### src/rtl/apb_reg_slave.sv
// APB register-file slave: reg 0 read-only ID, regs 1..NUM_REGS-1 read/write.
// Ports: HCLK/HRESETn, APB PSEL/PENABLE/PADDR/PWRITE/PWDATA in; PRDATA/PREADY/PSLVERR out.
// Optional feature: define APB_SLV_ERR_EN to report decode errors on PSLVERR.
module apb_reg_slave #(
  parameter int ADDR_WIDTH  = 32,
  parameter int DATA_WIDTH  = 32,
  parameter int NUM_REGS    = 16,
  parameter int WAIT_CYCLES = 0,
  parameter logic [DATA_WIDTH-1:0] ID_VALUE = 32'hA5B0_0001
) (
  input  logic                  HCLK,
  input  logic                  HRESETn,
  input  logic                  PSEL,
  input  logic                  PENABLE,
  input  logic [ADDR_WIDTH-1:0] PADDR,
  input  logic                  PWRITE,
  input  logic [DATA_WIDTH-1:0] PWDATA,
  output logic [DATA_WIDTH-1:0] PRDATA,
  output logic                  PREADY,
  output logic                  PSLVERR
);

  localparam int IW = $clog2(NUM_REGS);

`ifdef APB_SLV_ERR_EN
  localparam logic ERR_EN = 1'b1;
`else
  localparam logic ERR_EN = 1'b0;
`endif

  typedef enum logic {IDLE, ACCESS} state_t;

  state_t                state;
  logic [3:0]            cnt;
  logic [ADDR_WIDTH-1:0] addr_q;
  logic                  wr_q;
  logic [DATA_WIDTH-1:0] wdata_q;
  logic [DATA_WIDTH-1:0] regs [1:NUM_REGS-1];
  logic                  pready_q;
  logic                  perr_q;
  logic [DATA_WIDTH-1:0] prdata_q;

  logic                  setup_ph;
  logic                  access_ph;
  logic                  go_ready;
  logic [ADDR_WIDTH-1:0] d_addr;
  logic                  d_wr;
  logic [IW-1:0]         d_idx;
  logic                  d_err;
  logic [DATA_WIDTH-1:0] d_rdata;

  assign setup_ph  = PSEL & ~PENABLE;
  assign access_ph = PSEL & PENABLE;

  // Decode the live bus during setup (it is being captured that edge),
  // and the captured copy for the rest of the access.
  always_comb begin
    d_addr  = (state == IDLE) ? PADDR  : addr_q;
    d_wr    = (state == IDLE) ? PWRITE : wr_q;
    d_idx   = d_addr[IW+1:2];
    d_err   = (d_addr[1:0] != 2'b00)
            | (|d_addr[ADDR_WIDTH-1:IW+2])
            | (d_wr & (d_idx == '0));
    d_rdata = '0;
    if (!d_err) begin
      if (d_idx == '0) begin
        d_rdata = ID_VALUE;
      end else begin
        for (int i = 1; i < NUM_REGS; i++) begin
          if (d_idx == IW'(i)) d_rdata = regs[i];
        end
      end
    end
  end

  // Edge that enters the PREADY=1 cycle: load read data and error flag.
  always_comb begin
    go_ready = 1'b0;
    unique case (1'b1)
      (state == IDLE):
        go_ready = setup_ph & (WAIT_CYCLES == 0);
      (state == ACCESS):
        go_ready = access_ph & (cnt == 4'd1);
      default: go_ready = 1'b0;
    endcase
  end

  always_ff @(posedge HCLK or negedge HRESETn) begin
    if (!HRESETn) begin
      state    <= IDLE;
      cnt      <= '0;
      addr_q   <= '0;
      wr_q     <= 1'b0;
      wdata_q  <= '0;
      pready_q <= 1'b0;
      perr_q   <= 1'b0;
      prdata_q <= '0;
      for (int i = 1; i < NUM_REGS; i++) regs[i] <= '0;
    end else begin
      unique case (state)
        IDLE: begin
          if (setup_ph) begin
            state   <= ACCESS;
            addr_q  <= PADDR;
            wr_q    <= PWRITE;
            wdata_q <= PWDATA;
            cnt     <= 4'(WAIT_CYCLES);
          end
        end
        ACCESS: begin
          if (!access_ph) begin
            state    <= IDLE;
            cnt      <= '0;
            pready_q <= 1'b0;
            perr_q   <= 1'b0;
          end else if (pready_q) begin
            state    <= IDLE;
            pready_q <= 1'b0;
            perr_q   <= 1'b0;
            if (wr_q && !d_err) begin
              for (int i = 1; i < NUM_REGS; i++) begin
                if (d_idx == IW'(i)) regs[i] <= wdata_q;
              end
            end
          end else begin
            cnt <= cnt - 4'd1;
          end
        end
        default: state <= IDLE;
      endcase
      if (go_ready) begin
        pready_q <= 1'b1;
        perr_q   <= ERR_EN & d_err;
        if (!d_wr) prdata_q <= d_rdata;
      end
    end
  end

  assign PREADY  = pready_q;
  assign PSLVERR = perr_q;
  assign PRDATA  = prdata_q;

endmodule

### config.mk
export PLATFORM = sky130hd
export DESIGN_NAME = apb_reg_slave
export DESIGN_NICKNAME = d
export VERILOG_FILES = /design/src/rtl/apb_reg_slave.sv
export SDC_FILE = /design/constraint.sdc
export NUM_CORES = 1
export LEC_CHECK = 0
export CORE_MARGIN = 5
export CORE_UTILIZATION = 60
export CTS_CLUSTER_SIZE = 30
export DETAILED_ROUTE_END_ITERATION = 8
export PLACE_DENSITY = 0.75
export SYNTH_ARGS = -nofsm -noshare
export SYNTH_HDL_FRONTEND = slang
export SYNTH_SLANG_ARGS = --single-unit
### constraint.sdc
create_clock -name HCLK -period 3.25 [get_ports HCLK]
set_input_delay 0.65 -clock HCLK [delete_from_list [all_inputs] [get_ports HCLK]]
set_output_delay 0.65 -clock HCLK [all_outputs]
set_load 0.05 [all_outputs]
==> flow_metrics.tcl, run 1 <==
set metrics [dict create \
    status "finished, violations left" \
    violations "capacitance limit" \
    areaGrowthSynthToFinish_pct 17.3 \
    grt-ovfl-total 0 \
    setup_viol 0 \
    seq_power_share_pct 47.7 \
    crit_chain "buf_12 > buf_12 > or3b_2 > nand2_1 > nand2_1 > o221ai_1 > o2111ai_1 > a32o_1" \
    hold_slack_ns 0.0552 \
    post_drt_wl_per_cell_um 26.0 \
    p_int_mw 12.1 \
    finalWirelength_mm 77.7 \
    dr.pass1.iters 6 \
    core.rowCount 78 \
    leakagePower_nw 15.6 \
    cp_max_fo 39 \
    dieArea_um2 50000 \
    final_area_um2 32100 \
    clockBufferDepth 3 \
    grt_pass1_wl_mm 121 \
    end_kind "register" \
    grt_usage_pct 30.9 \
    grt_max_degree 92 \
    fin_skew_ns 0.0215 \
    dp_worst_setup_slack_ns -0.277 \
    cts_hold_buf 0 \
    core_area_um2 45300 \
    root_buffer "clkbuf_16" \
    worstMarginPinSlew_ns 1.45 \
    p_clk_share_pct 41.1 \
    grt_pass1_vias 20749 \
    max-slew-margin-rel_pct 2.23 \
    hold_viol 0 \
    finalWorstPathRequiredPeriod_ns 3.09 \
    nNetsFinal 2422 \
    syn_area_per_cell_um2 12.4 \
    setup_slack_ns 0.161 \
    drt.antenna.violating_nets 0 \
    synth.net_count 2281 \
    antenna_found_initial 0 \
    diodes 0 \
    critPathLaunchType "register" \
    combPwrFrac_pct 11.2 \
    initial_utilization_pct 60.4 \
    yosys.area.top_type "dfrtp_1" \
    route.detailed.drc 0 \
    power.total_mw 16.4 \
    ys_async_sr_fraction_pct 100 \
    ir_drop_mv 0.428 \
    power_switching_mw 4.33 \
    worstPathRequired_ns 3.75 \
    p_per_area_nw_per_um2 512 \
    io_buffers 101 \
    die_h_um 224 \
    synth-seq-cells 583 \
    htreeDepth 2 \
    cts_buffers 58 \
    path_clk_slew_ns 0.06 \
    vias 19865 \
    cpMaxStageDelayCell "dfrtp_4" \
    ys_seq_area_share_pct 53.3 \
    synth.cell_area_um2 27400 \
    max_stage_delay_ns 0.52 \
    avgViaCountPerCell 6.63 \
    yosysWarnings 0 \
    cts_tree "done" \
    fin_crit_sh_pct 95.1 \
    initialDrtViolationCount 2068 \
    gp_congestion 0.918 \
    synth.top_cell.area_share_pct 53.3 \
    max-cap-violations 1 \
    hp-class "primary input to asynchronous set/reset pin" \
    worstSetupPathType "register to register" \
    postCtsSetupBuffers 0 \
    ys.flop_type "dfrtp_1" \
    final_core_util_pct 70.9 \
    synth_area_leaders "dfrtp_1 53%, mux2_1 16%, mux2_2 7.6%" \
    synth.distinct_cells 69 \
    syn-instance-count 2210 \
    placed_area_um2 30200 \
    dieWidth_um 224 \
    swShare_pct 26.3 \
    layout-drive-gt1-share_pct 21.0 \
    cts.sink_count 583 \
    worstPathArrival_ns 3.59 \
    clock_latency_ns 0.61 \
    rsz0062_at_grt "false" \
    dp_hpwl_mm 51.5 \
    slew_violations 0 \
    max_freq_ghz 0.324 \
    synth_edf_count 0 \
    cts_resized 0 \
    io_pins 103 \
]
## path summary, 6_finish.rpt
kind                            startpoint        end  slack (ns)  cells after the start
worst max register to register       state  PRDATA[4]        0.16                      8
min in group HCLK                regs[353]  regs[353]        0.48                      1
worst min register to register   regs[353]  regs[353]        0.48                      1
worst max-delay path                 state  PRDATA[4]        0.16                      8
max in group asynchronous          HRESETn   regs[38]        2.28                      2
worst min-delay path               HRESETn  addr_q[0]        0.06                      1
## registers in the layout (all words and copies together) (netlist names)
register / cells
wr_q: 1
PREADY: 1
wdata_q: 32
regs: 480
PRDATA: 32
cnt: 4
addr_q: 32
state: 1
## cells by family after synthesis
| group | synth area share, % |
|---|---|
| other | 0.0137 |
| and+or+nand+nor | 5.88 |
| buffers and inverters | 4.11 |
| AOI/OAI and AO/OA | 12.6 |
| DFF | 53.3 |
| adders and majority gates | 0.0915 |
| muxes | 24.0 |
## cell type report
class	instances	area (um2)
fill	3135	13200
sequential	583	14600
multi-input combinational	1400	11700
clock inverter	13	154
clock buffer	91	1790
tap	600	751
inverter	20	75.1
timing repair buffer	288	3050
## stage by stage
step | TNS, ns | instances
6_report | 0 | 2995
5_1_grt | 0 | 2995
4_1_cts | 0 | 2995
3_5_place_dp | -87.74 | 2891
3_3_place_gp | -85.69 | 2891
2_1_floorplan | 0 | 2210
## placed cells by master (no fill, tap or decap), types with 8 or more instances in the layout
cell	synthesis	layout
a22oi_1	35	35
nor2_1	72	72
o221ai_1	36	36
o2111ai_1	13	13
a21oi_1	115	114
nor3_1	32	32
o22ai_1	43	43
a221oi_1	8	8
a31oi_1	18	18
nand3_1	24	24
mux2_2	185	185
clkbuf_8	0	21
nand2_1	98	95
a32oi_1	9	9
o21ai_0	81	81
buf_4	10	137
buf_12	0	50
nor4_1	13	13
a211oi_1	23	23
clkbuf_1	124	12
clkinv_2	0	8
a32o_1	15	15
mux2_1	378	378
clkbuf_16	0	58
inv_1	17	17
a211o_1	20	20
a222oi_1	22	22
mux2i_1	23	21
clkdlybuf4s50_1	0	100
and2_1	10	9
o211ai_1	11	11
dfrtp_1	583	582
## worst max-delay path: cells and delay by family, from the launching register on
| kind | cells | cell delay, ns |
|---|---|---|
| DFF | 1 | 0.52 |
| and+or+nand+nor | 3 | 1.22 |
| AOI/OAI and AO/OA | 3 | 0.84 |
| buffers and inverters | 2 | 0.38 |
## cells in the mapped netlist (all sizes together) (24+ instances only)
library cell  count
nand2           100
dfrtp           583
o221ai           36
a21oi           115
o21ai            84
nor2             72
a211oi           24
buf              83
nand3            31
clkbuf          124
mux2            563
o22ai            43
a22oi            35
nor3             32
## power by group through the flow
stage / Clock, mW / Combinational [mW] / Sequential [mW]
floorplan: 0 / 1.05 / 7.67
global placement: 0 / 1.76 / 7.94
detailed placement: 0 / 1.80 / 7.97
CTS: 6.85 / 1.81 / 7.83
global route: 7.16 / 1.96 / 7.87
finish: 6.76 / 1.84 / 7.84
## per-layer routing
metal / routed length [um] / global-route usage, % / part of all wire (%)
met5: 0 / 0 / 0
met4: 3480 / 13.2 / 4.5
met3: 5100 / 4.34 / 6.6
met2: 37500 / 50.6 / 48
met1: 31600 / 42.0 / 41
(Power assumes the default switching activity.)
==> run 2: changes to the inputs <==
SETUP_SLACK_MARGIN = 0.15   (was default)
==> flow_metrics.tcl, run 2 (synthesis results as in run 1) <==
set metrics [dict create \
    status "finished clean" \
    layout-drive-gt1-share_pct 21.1 \
    initial_utilization_pct 60.4 \
    nNetsFinal 2422 \
    grt-ovfl-total 0 \
    gp_congestion 0.918 \
    htreeDepth 2 \
    dr.pass1.iters 6 \
    io_buffers 101 \
    swShare_pct 26.4 \
    die_h_um 224 \
    cts_tree "done" \
    largest_reg_flops 480 \
    worstMarginPinSlew_ns 1.33 \
    cts.sink_count 583 \
    grt_max_degree 92 \
    finalWorstPathRequiredPeriod_ns 3.00 \
    route.detailed.drc 0 \
    critPathLaunchType "register" \
    core.rowCount 78 \
    slew_violations 0 \
    dieArea_um2 50000 \
    clockBufferDepth 3 \
    p_per_area_nw_per_um2 512 \
    core_area_um2 45300 \
    clock_latency_ns 0.61 \
    avgViaCountPerCell 6.64 \
    end_kind "register" \
    rsz0062_at_grt "false" \
    path_clk_slew_ns 0.06 \
    power.total_mw 16.4 \
    seq_power_share_pct 47.7 \
    layout.cells.most_common "dfrtp_1" \
    p_int_mw 12.1 \
    postCtsSetupBuffers 0 \
    cp_max_fo 22 \
    finalWirelength_mm 77.8 \
    grt_usage_pct 30.9 \
    combPwrFrac_pct 11.2 \
    max-cap-violations 0 \
    grt_pass1_vias 20749 \
    power_switching_mw 4.34 \
    hp-class "primary input to asynchronous set/reset pin" \
    p_clk_share_pct 41.1 \
    setup_viol 0 \
    root_buffer "clkbuf_16" \
    final_core_util_pct 70.9 \
    diodes 0 \
    ir_drop_mv 0.427 \
    initialDrtViolationCount 2057 \
    io_pins 103 \
    worstPathArrival_ns 3.48 \
    antenna_found_initial 0 \
    worstPathRequired_ns 3.73 \
    grt_pass1_wl_mm 121 \
    worstSetupPathType "register to register" \
    post_drt_wl_per_cell_um 26.0 \
    regMostFlops "regs" \
    fin_skew_ns 0.0212 \
    cts_buffers 58 \
    leakagePower_nw 15.6 \
    dp_hpwl_mm 51.5 \
    vias 19890 \
    areaGrowthSynthToFinish_pct 17.4 \
    max-slew-margin-rel_pct 10.0 \
    drt.antenna.violating_nets 0 \
    hold_viol 0 \
    final_cell_mix "582 x dfrtp_1, 378 x mux2_1, 185 x mux2_2" \
    fin_crit_sh_pct 92.4 \
    dieWidth_um 224 \
    max_freq_ghz 0.333 \
]
-- run 2: cell counts in the layout (fill, tap and decap cells not counted) --
Identical to the previous run, type by type.
-- run 2: power groups by stage --
stage	logic [mW]	registers, mW	clock network (mW)
finish	1.84	7.85	6.76
CTS	1.81	7.83	6.85
global route	1.96	7.87	7.16
floorplan	1.05	7.67	0
detailed placement	1.80	7.97	0
global placement	1.76	7.94	0
-- run 2: layout make-up --
class / count / area, um2
sequential: 583 / 14600
fill: 3132 / 13200
multi-input combinational: 1400 / 11700
timing repair buffer: 288 / 3050
clock buffer: 91 / 1790
tap: 600 / 751
clock inverter: 13 / 154
inverter: 20 / 75.1
-- run 2: repair_timing --
| item | in CTS | in global routing |
|---|---|---|
| gates resized for setup | 0 | 2 |
| endpoints found under the setup margin | 0 | 3 |
| hold buffers | 0 | 0 |
-- run 2: critical path, stage by stage (launching register included) --
cell and delay (ns):
dfrtp_4 0.52, nor4_1 0.36, nand4_1 0.16, or4_1 0.52
a211oi_4 0.28, buf_12 0.19, and3_2 0.24, buf_12 0.20
mux2_1 0.37
-- run 2: worst paths after layout --
| kind | from | end | slack, ns | cells after the start |
|---|---|---|---|---|
| setup / recovery | state | regs[456] | 0.25 | 8 |
| max in group asynchronous | HRESETn | regs[269] | 2.28 | 2 |
| setup reg to reg | state | regs[456] | 0.25 | 8 |
| hold reg to reg | cnt[3] | cnt[3] | 0.48 | 1 |
| hold / removal | HRESETn | regs[448] | 0.05 | 1 |
| min in group HCLK | cnt[3] | cnt[3] | 0.48 | 1 |
-- run 2: stage by stage --
step	TNS, ns	setup WS [ns]	instances	cell area [um2]	hold slack (ns)
detailed placement	-87.74	-0.277	2891	30200	0.469
finish	0	0.246	2995	32100	0.0450
global route	0	0.158	2995	32100	0.0918
floorplan	0	0.339	2210	27400	0.354
CTS	0	0.218	2995	32100	0.0567
global placement	-85.69	-0.267	2891	30200	0.460
-- run 2: routing by layer --
metal,share of wire (%),routed length (um),up-vias,GRT usage (%)
li1,-,-,8521,-
met1,40,31500,10295,42.0
met2,48,37500,888,50.6
met3,6.9,5410,186,4.34
met4,4.4,3440,0,13.2
met5,0,0,-,0
==> run 3: changes to the inputs <==
CELL_PAD_IN_SITES_DETAIL_PLACEMENT = 1   (was default)
CELL_PAD_IN_SITES_GLOBAL_PLACEMENT = 1   (was default)
CORE_UTILIZATION = 51   (was 60)
PLACE_DENSITY = 0.77   (was 0.75)
==> flow_metrics.tcl, run 3 (synthesis results as in run 1) <==
set metrics [dict create \
    worstSetupPathType "register to register" \
    final_cell_mix "582 x dfrtp_1, 378 x mux2_1, 185 x mux2_2" \
    setup_viol 0 \
    grt_usage_pct 31.4 \
    critPathLaunchType "register" \
    hold_slack_ns 0.00978 \
    placed_area_um2 30600 \
    max-cap-violations 0 \
    post_drt_wl_per_cell_um 30.0 \
    initialDrtViolationCount 1840 \
    worstPathRequired_ns 3.77 \
    dr.pass1.iters 6 \
    avgViaCountPerCell 6.63 \
    gp_congestion 0.872 \
    leakagePower_nw 15.8 \
    clock_latency_ns 0.64 \
    grt-ovfl-total 0 \
    grt_max_degree 80 \
    clockBufferDepth 3 \
    dieArea_um2 58400 \
    cp_max_fo 18 \
    io_buffers 101 \
    slew_violations 0 \
    finalWorstPathRequiredPeriod_ns 3.02 \
    regMostFlops "regs" \
    hp-class "primary input to asynchronous set/reset pin" \
    route.detailed.drc 0 \
    cts_buffers 61 \
    worstPathArrival_ns 3.54 \
    core.rowCount 84 \
    areaGrowthSynthToFinish_pct 19.7 \
    postCtsSetupBuffers 0 \
    core_area_um2 52900 \
    antenna_found_initial 1 \
    end_kind "register" \
    largest_reg_flops 480 \
    hold_viol 0 \
    root_buffer "clkbuf_16" \
    dieWidth_um 242 \
    layout-drive-gt1-share_pct 22.7 \
    ir_drop_mv 0.456 \
    grt_pass1_vias 23080 \
    drt.antenna.violating_nets 0 \
    status "finished clean" \
    finalWirelength_mm 93.6 \
    max-slew-margin-rel_pct 44.0 \
    grt_pass1_wl_mm 143 \
    htreeDepth 2 \
    cts_tree "done" \
    dp_hpwl_mm 60.8 \
    nNetsFinal 2459 \
    fin_skew_ns 0.0261 \
    rsz0062_at_grt "false" \
    diodes 0 \
    fin_crit_sh_pct 93.0 \
    initial_utilization_pct 51.8 \
    path_clk_slew_ns 0.06 \
    cts.sink_count 583 \
    io_pins 103 \
    finalSetupTns_ns 0 \
    die_h_um 242 \
    final_area_um2 32700 \
    vias 20736 \
    layout.cells.most_common "dfrtp_1" \
    max_freq_ghz 0.331 \
    worstMarginPinSlew_ns 0.837 \
    p_per_area_nw_per_um2 527 \
]
==> run 3: cell count changes in the layout (fill, tap and decap cells not counted), sizes merged <==
cell,previous run,this run
buf,188,222
bufinv,3,7
clkinv,11,14
inv,18,20
==> run 3: final cells by class <==
| type | instances | area (um2) |
|---|---|---|
| fill | 5115 | 20100 |
| inverter | 20 | 75.1 |
| timing repair buffer | 322 | 3350 |
| sequential | 583 | 14600 |
| clock inverter | 22 | 295 |
| multi-input combinational | 1400 | 11700 |
| tap | 688 | 861 |
| clock buffer | 91 | 1820 |
==> run 3: path summary, 6_finish.rpt <==
path	from	endpoint	slack (ns)	cells after the start
worst max-delay path	state	regs[103]	0.23	8
min in group HCLK	cnt[3]	cnt[3]	0.48	1
worst max register to register	state	regs[103]	0.23	8
worst min register to register	cnt[3]	cnt[3]	0.48	1
worst min-delay path	HRESETn	addr_q[24]	0.01	1
max in group asynchronous	HRESETn	regs[300]	2.11	3
==> run 3: layer usage <==
metal / wire length (um) / share of wire [%] / GRT usage (%)
met5: 0 / 0 / 0
met4: 5680 / 6.1 / 16.2
met3: 5600 / 6.0 / 5.38
met2: 45900 / 49 / 53.4
met1: 36400 / 39 / 38.6
==> run 3: through the flow <==
| step | cells | power (mW) | utilization, % | setup slack (ns) |
|---|---|---|---|---|
| floorplan | 2210 | 8.72 | - | 0.339 |
| global placement | 3013 | 9.82 | 57.9 | -0.326 |
| detailed placement | 3013 | 9.92 | 57.9 | -0.339 |
| CTS | 3126 | 17.3 | 61.9 | 0.191 |
| global route | 3126 | 17.8 | 61.9 | 0.175 |
| finish | 3126 | 17.3 | 61.9 | 0.228 |
==> run 3: worst max-delay path: stages, from the launching register on <==
cell and delay (ns):
dfrtp_4 0.57, nor4_1 0.30, nand4_1 0.13, or4_1 0.52
a211oi_4 0.30, buf_12 0.20, and3_2 0.30, buf_12 0.21
mux2_2 0.35
==> run 3: power by group <==
| group | total [mW] | switching [mW] | leakage (nW) | internal [mW] |
|---|---|---|---|---|
| sequential | 7.87 | 0.461 | 8.00 | 7.41 |
| combinational | 2.00 | 1.24 | 6.79 | 0.762 |
| clock | 7.40 | 2.99 | 1.05 | 4.41 |
| total | 17.3 | 4.68 | 15.8 | 12.6 |
==> run 3: what timing repair did <==
| action | 4_1_cts | 5_1_grt |
|---|---|---|
| setup endpoints to repair | 6 | 76 |
| hold buffers | 0 | 0 |
| resized for setup | 1 | 6 |
